--- src/rtl/lifo_stack.sv ---
// Synchronous LIFO stack: push on top, pop returns the most recent word on a
// registered output. Occupancy flags are registered alongside the count.
module lifo_stack #(
  parameter int unsigned DATA_WIDTH = 8,
  parameter int unsigned DEPTH      = 16,
  parameter int unsigned PTR_WIDTH  = $clog2(DEPTH) + 1
) (
  input  logic                  clk,
  input  logic                  reset,
  input  logic                  push,
  input  logic [DATA_WIDTH-1:0] push_data,
  input  logic                  pop,
  output logic [DATA_WIDTH-1:0] pop_data,
  output logic                  empty,
  output logic                  full
);

  localparam int unsigned ADDR_WIDTH = PTR_WIDTH - 1;

  logic [DATA_WIDTH-1:0] mem [DEPTH];
  logic [PTR_WIDTH-1:0]  count;
  logic [PTR_WIDTH-1:0]  count_next;
  logic [ADDR_WIDTH-1:0] top_addr;
  logic [ADDR_WIDTH-1:0] wr_addr;
  logic                  do_pop;
  logic                  do_write;

  // Decide the operation: a pop on a non-empty stack wins (and turns a
  // simultaneous push into a top replace); otherwise push if there is room.
  always_comb begin
    top_addr   = ADDR_WIDTH'(count - PTR_WIDTH'(1));
    wr_addr    = ADDR_WIDTH'(count);
    do_pop     = pop && !empty;
    do_write   = 1'b0;
    count_next = count;
    if (do_pop) begin
      if (push) begin
        do_write = 1'b1;
        wr_addr  = top_addr;
      end else begin
        count_next = count - PTR_WIDTH'(1);
      end
    end else if (push && !full) begin
      do_write   = 1'b1;
      count_next = count + PTR_WIDTH'(1);
    end
  end

  // Occupancy, flags and the registered pop word; reset wins over requests.
  always_ff @(posedge clk) begin
    if (reset) begin
      count    <= '0;
      empty    <= 1'b1;
      full     <= 1'b0;
      pop_data <= '0;
    end else begin
      count <= count_next;
      empty <= (count_next == PTR_WIDTH'(0));
      full  <= (count_next == PTR_WIDTH'(DEPTH));
      if (do_pop) begin
        pop_data <= mem[top_addr];
      end
    end
  end

  // Storage is not cleared by reset; writes are blocked while reset is high.
  always_ff @(posedge clk) begin
    if (!reset && do_write) begin
      mem[wr_addr] <= push_data;
    end
  end

endmodule

--- config.mk ---
export PLATFORM = sky130hd
export DESIGN_NAME = lifo_stack
export DESIGN_NICKNAME = d
export VERILOG_FILES = /design/src/rtl/lifo_stack.sv
export SDC_FILE = /design/constraint.sdc
export NUM_CORES = 1
export LEC_CHECK = 0
export ABC_AREA = 1
export ABC_CLOCK_PERIOD_IN_PS = 2700
export CAP_MARGIN = 25
export CORE_MARGIN = 5
export CORE_UTILIZATION = 50
export CTS_BUF_LIST = sky130_fd_sc_hd__clkbuf_2 sky130_fd_sc_hd__clkbuf_4 sky130_fd_sc_hd__clkbuf_8
export DETAILED_ROUTE_END_ITERATION = 16
export PLACE_DENSITY = 0.67
export SYNTH_ARGS = -nofsm -noshare
export SYNTH_HDL_FRONTEND = slang
export SYNTH_SLANG_ARGS = --single-unit
--- constraint.sdc ---
create_clock -name clk -period 2.7 [get_ports clk]
set_input_delay 0.54 -clock clk [delete_from_list [all_inputs] [get_ports clk]]
set_output_delay 0.54 -clock clk [all_outputs]
set_load 0.1 [all_outputs]
After elaboration in Yosys (flattened, before gate mapping)
Memories as Yosys holds them, arrays and structs flattened. A register that Yosys moved wholly into a read port is not among the register bits.
Index checks and enable logic that the tools add are counted.
{"block": "totals", "regBits": 7, "ramBits": 128, "word_cells": 24, "memories": 1}
{"block": "classes", "addsub": 2, "n_eq_ne": 1, "mux": 10, "reduce_logical": 7}
{"name": "mem", "depth": 16, "width": 8, "rd": 1, "rd_ports_with_merged_regs": 1, "write_ports": 1, "line_no": "20", "source": "logic [DATA_WIDTH-1:0] mem [DEPTH];"}
{"cell": "5-bit 2-to-1 mux", "n": 3}
{"cell": "4-bit 2-to-1 mux", "n": 2}
{"cell": "5-bit by 1-bit adder with 5-bit output (second input constant)", "n": 1}
{"cell": "5-bit == test (second input constant)", "n": 1}
{"cell": "5-bit zero test", "n": 1}
{"cell": "1-bit 2-to-1 mux", "n": 5}
{"cell": "5-bit by 1-bit subtractor with 5-bit output (second input constant)", "n": 1}
{"cell": "1-bit logical AND", "n": 3}
{"cell": "1-bit zero test", "n": 3}

Logic depth before layout (Yosys ltp)
{"block": "depth", "depth_word": 7, "ltp_mapped": 14, "depth_no_buf": 12}

Least setup slack after synthesis
OpenSTA, ideal clock, no wires.
{"block": "synth_path", "path_type": "register to register", "startpoint": "reg empty", "endpoint": "mem mem[13][0], enable pin", "setup_time_ns": 0.370, "arrival_time_ns": 2.154, "path_slack_ns": 0.176, "stages_incl_launch_ff": 10, "period_less_slack_ns": 2.524, "path_cell_list": "dfxtp_1 inv_1 nand2_1 buf_2 nor2_4 inv_2 nand2_1 o21ai_2 nand3_1 nor2_1"}
{"block": "synth_via", "elab_chain_len": 6, "elab_cells_between_ends": 7, "classes_between": "4 x mux; 3 x reduce/logical"}
{"element": "start: declaration", "line_no": "14", "source": "output logic empty,"}
{"element": "start signal: assignment", "line_no": "58", "source": "empty <= (count_next == PTR_WIDTH'(0));"}
{"element": "1-bit zero test *", "line_no": "33", "source": "do_pop = pop && !empty;"}
{"element": "1-bit logical AND *", "line_no": "33"}
{"element": "1-bit 2-to-1 mux", "line_no": "36", "source": "if (do_pop) begin"}
{"element": "1-bit logical AND", "line_no": "68", "source": "if (!reset && do_write) begin"}
{"element": "1-bit 2-to-1 mux", "line_no": "68"}
{"element": "1-bit 2-to-1 mux (not written as such)", "line_no": "69", "source": "mem[wr_addr] <= push_data;"}
{"element": "end: declaration", "line_no": "20"}
Every way passes the cells marked *; elsewhere a longest branch is shown, timed or not.

Worst setup path after layout
{"block": "layout_path", "startpoint": "reg count[1]", "endpoint": "mem mem[15][3], enable pin"}
{"block": "layout_via", "elab_chain_len": 3}
{"element": "start: declaration", "line_no": "21", "source": "logic [PTR_WIDTH-1:0] count;"}
{"element": "start signal: assignment", "line_no": "57", "source": "count <= count_next;"}
{"element": "5-bit by 1-bit subtractor with 5-bit output"}
{"element": "4-bit 2-to-1 mux", "line_no": "37", "source": "if (push) begin"}
{"element": "4-bit 2-to-1 mux *", "line_no": "36"}
Marked as above.

==> metrics.md <==
| Metric | Value |
|---|---|
| Asr flop ratio synth | `0%` |
| P_leak | `3.06 nW` |
| Post-synth top area cell | `edfxtp_1` |
| Port Buffers | `21` |
| Synth warnings | `0` |
| Post-CTS sizing | `0` |
| Final HPWL from detailed placement | `9.54 mm` |
| Placed Area | `6970 sq um` |
| Hold wc startpoint | `pop_data[6]` |
| Worst relative slew slack | `60.2%` |
| Net Count, Synth | `678` |
| Final Hold Viols | `0` |
| Setup WS pre-CTS | `102 ps` |
| Overflow after GRT | `0` |
| Largest net degree at the start of global routing | `58` |
| Critical path's slowest cell | `dfxtp_1` |
| Min-delay worst type | `flip-flop to flip-flop` |
| CP Max Fanout | `18` |
| R2r endpoint | `mem[15][3]` |
| Boundary Pins | `22` |
| Finished Core Util | `57.7%` |
| GRT Util Overall | `20.6%` |
| TNS Setup | `0 ps` |
| DRT Wirelength | `14.4 mm` |
| Power Total | `5.18 mW` |
| Final nets | `727` |
| First-pass GRT wire length | `23.2 mm` |
| Final min period | `2200 ps` |
| Worst path arrival time | `2410 ps` |
| Die Wd | `124 um` |
| CTS sink cnt | `143` |
| WP data required | `2910 ps` |
| # rows | `41` |
| Family with the most delay on the worst path | `buffers and inverters` |
| Die ar. | `15,400 sq um` |
| CP max stage delay | `340 ps` |
| CP bufs+invs | `4` |
| CTS Hold Bufs | `0` |
| Vias post-DR | `4,586` |
| Yosys cell types | `31` |
| Starting Density | `51.3%` |
| ANT nets after route | `0` |
| Top FF cell, synth | `edfxtp_1` |
| Worst r2r path cells | `10` |
| Worst-Margin Slew | `597 ps` |
| Root buf cell | `clkbuf_8` |
| Post-synth EDFFs | `128` |
| Worst Hold Path Cells | `4` |
| Syn_area_per_cell | `9.80 sq um` |
| Post-route cell area | `7310 sq um` |
| Synthesis-stage register bit count | `143` |
| PwrDens | `709 nW/um^2` |
| Outcome | `completed` |
| Synth area leaders | `edfxtp_1 59%, nand2_1 14%, nand3_1 5.5%` |
| Via/cell ratio | `5.11` |
| Num CTS Buffers | `17` |
| Skew-Pair Late Insertion Delay | `450 ps` |
| Seq/Total Area, Yosys | `63.7%` |
| Clock tree buffer depth | `2` |
| Initial drt markers | `452` |
| Final setup violation count | `0` |
| RD Place Congestion | `0.892` |
| Flop-to-flop setup slack | `500 ps` |
| Htree depth | `4` |
| CTS tree | `built` |
| Vias in the first global route | `4,438` |
| WP depth | `10` |
| Cells after synthesis | `664` |
| Die Y | `124 um` |
| RSZ-0062 raised after global routing | `no` |
| # fillers | `1,082` |
| Residual DRC | `0` |
| Worst Skew | `12.1 ps` |
| Core area | `12,700 sq um` |
| Crit path cell chain | `inv_1 -> ha_1 -> inv_1 -> nand2_2 -> nand2_8 -> o21ai_2 -> inv_1 -> nand2_1 -> nor2_1 -> buf_4` |
| Per-cell routed wire length | `16.0 um` |
| Peak VDD IR | `0.464 mV` |
| Final worst slack | `502 ps` |
| Antenna violations before repair | `0` |
| Area delta synth->final | `12.3%` |
| Synth top area share | `59.1%` |
| WHS Endpoint | `pop_data[6]` |
| Period utilisation layout | `81.4%` |
| Pre-antenna DRT Iters | `5` |
| Max-cap violations | `0` |
| Ratio of cells with drive above 1 in the final layout | `15.7%` |
| Crit end category | `flip-flop` |
| Cell Area, Synth | `6500 sq um` |
| Setup fix buffers added after clock tree synthesis | `0` |
| Ant. Diodes | `0` |
| Clock transition at the registers of the reported paths | `80 ps` |
| Crit Path Category | `flip-flop to flip-flop` |
| Max Slew Vio Count | `0` |
| Cell repeated most along the worst path | `inv_1` |
| Worst setup SP type | `flip-flop` |
| Worst r2r src | `count[1]` |
| Fmax | `455 MHz` |
[cells by family (layout without fill, tap and decap cells)]
group                    Yosys count  in the layout  share of synthesized area, %
buffers and inverters             86            148                          6.98
adder cells (fa/ha/maj)            2              2                         0.385
AND/OR/NAND/NOR                  414            414                          27.2
AO/OA/AOI/OAI                     19             19                          1.69
flip-flops                       143            143                          63.7
[how the worst max path moves through the flow]
| stage | start | endpoint | slack [ps] |
|---|---|---|---|
| floorplan | empty | mem[13][0] | 180 |
| global placement | push | mem[7][1] | 130 |
| detailed placement | push | mem[7][2] | 100 |
| CTS | count[1] | mem[9][1] | 520 |
| global route | count[1] | mem[14][1] | 310 |
| finish | count[1] | mem[15][3] | 500 |
[flip-flops by register name, summed over array words and instances, names as in the netlist]
register  cells
pop_data      8
full          1
mem         128
count         5
empty         1
[stage by stage]
stage	cells	hold slack [ps]
floorplan	664	597
finish	898	577
detailed placement	866	564
CTS	898	579
global route	898	606
global placement	866	560
[placed cells by master (no fill, tap or decap), drive strengths merged]
| cell | instances |
|---|---|
| nor2 | 75 |
| nand4 | 4 |
| clkdlybuf4s50 | 11 |
| dfxtp | 15 |
| nand2 | 255 |
| inv | 59 |
| clkinvlp | 2 |
| clkbuf | 19 |
| o21ai | 14 |
| clkinv | 8 |
| ha | 2 |
| nand3 | 80 |
| buf | 49 |
| a21oi | 5 |
| edfxtp | 128 |
[layer usage]
metal  routed length, um  GRT usage [%]
met1                6190           27.9
met2                6800           31.9
met3                1090           5.86
met4                 321           7.32
met5                   0              0
[synth_stat cells, types with 4 or more instances]
cell      number
nand2_1      247
inv_1         47
dfxtp_1       15
nand3_2        9
nand2_2        5
o21ai_0       10
nor2_1        72
buf_4          5
nand3_1       71
inv_2          6
a21oi_1        4
buf_2         15
edfxtp_1     128
[area by class of cell]
class / count / area (sq um) / share of cell area [%]
multi-input cells: 435 / 1910 / 26.1
flip-flops and latches: 143 / 4150 / 56.7
clock buffers: 19 / 249 / 3.41
inverters: 56 / 223 / 3.05
clock inverters: 13 / 90.1 / 1.23
well taps: 172 / 215 / 2.95
repair buffers: 60 / 478 / 6.54
[tightest hold or removal path, stage by stage, from the launching register on]
cell and delay (ps):
dfxtp_1 320, nor2_1 100, nor2_1 40, nand2_1 50, inv_1 30
[report_power, final]
part,switching [mW],internal [mW],total [mW]
sequential,0.0346,2.47,2.51
combinational,0.863,0.339,1.20
clock,0.820,0.654,1.47
total,1.72,3.46,5.18
(Power assumes the default switching activity.)
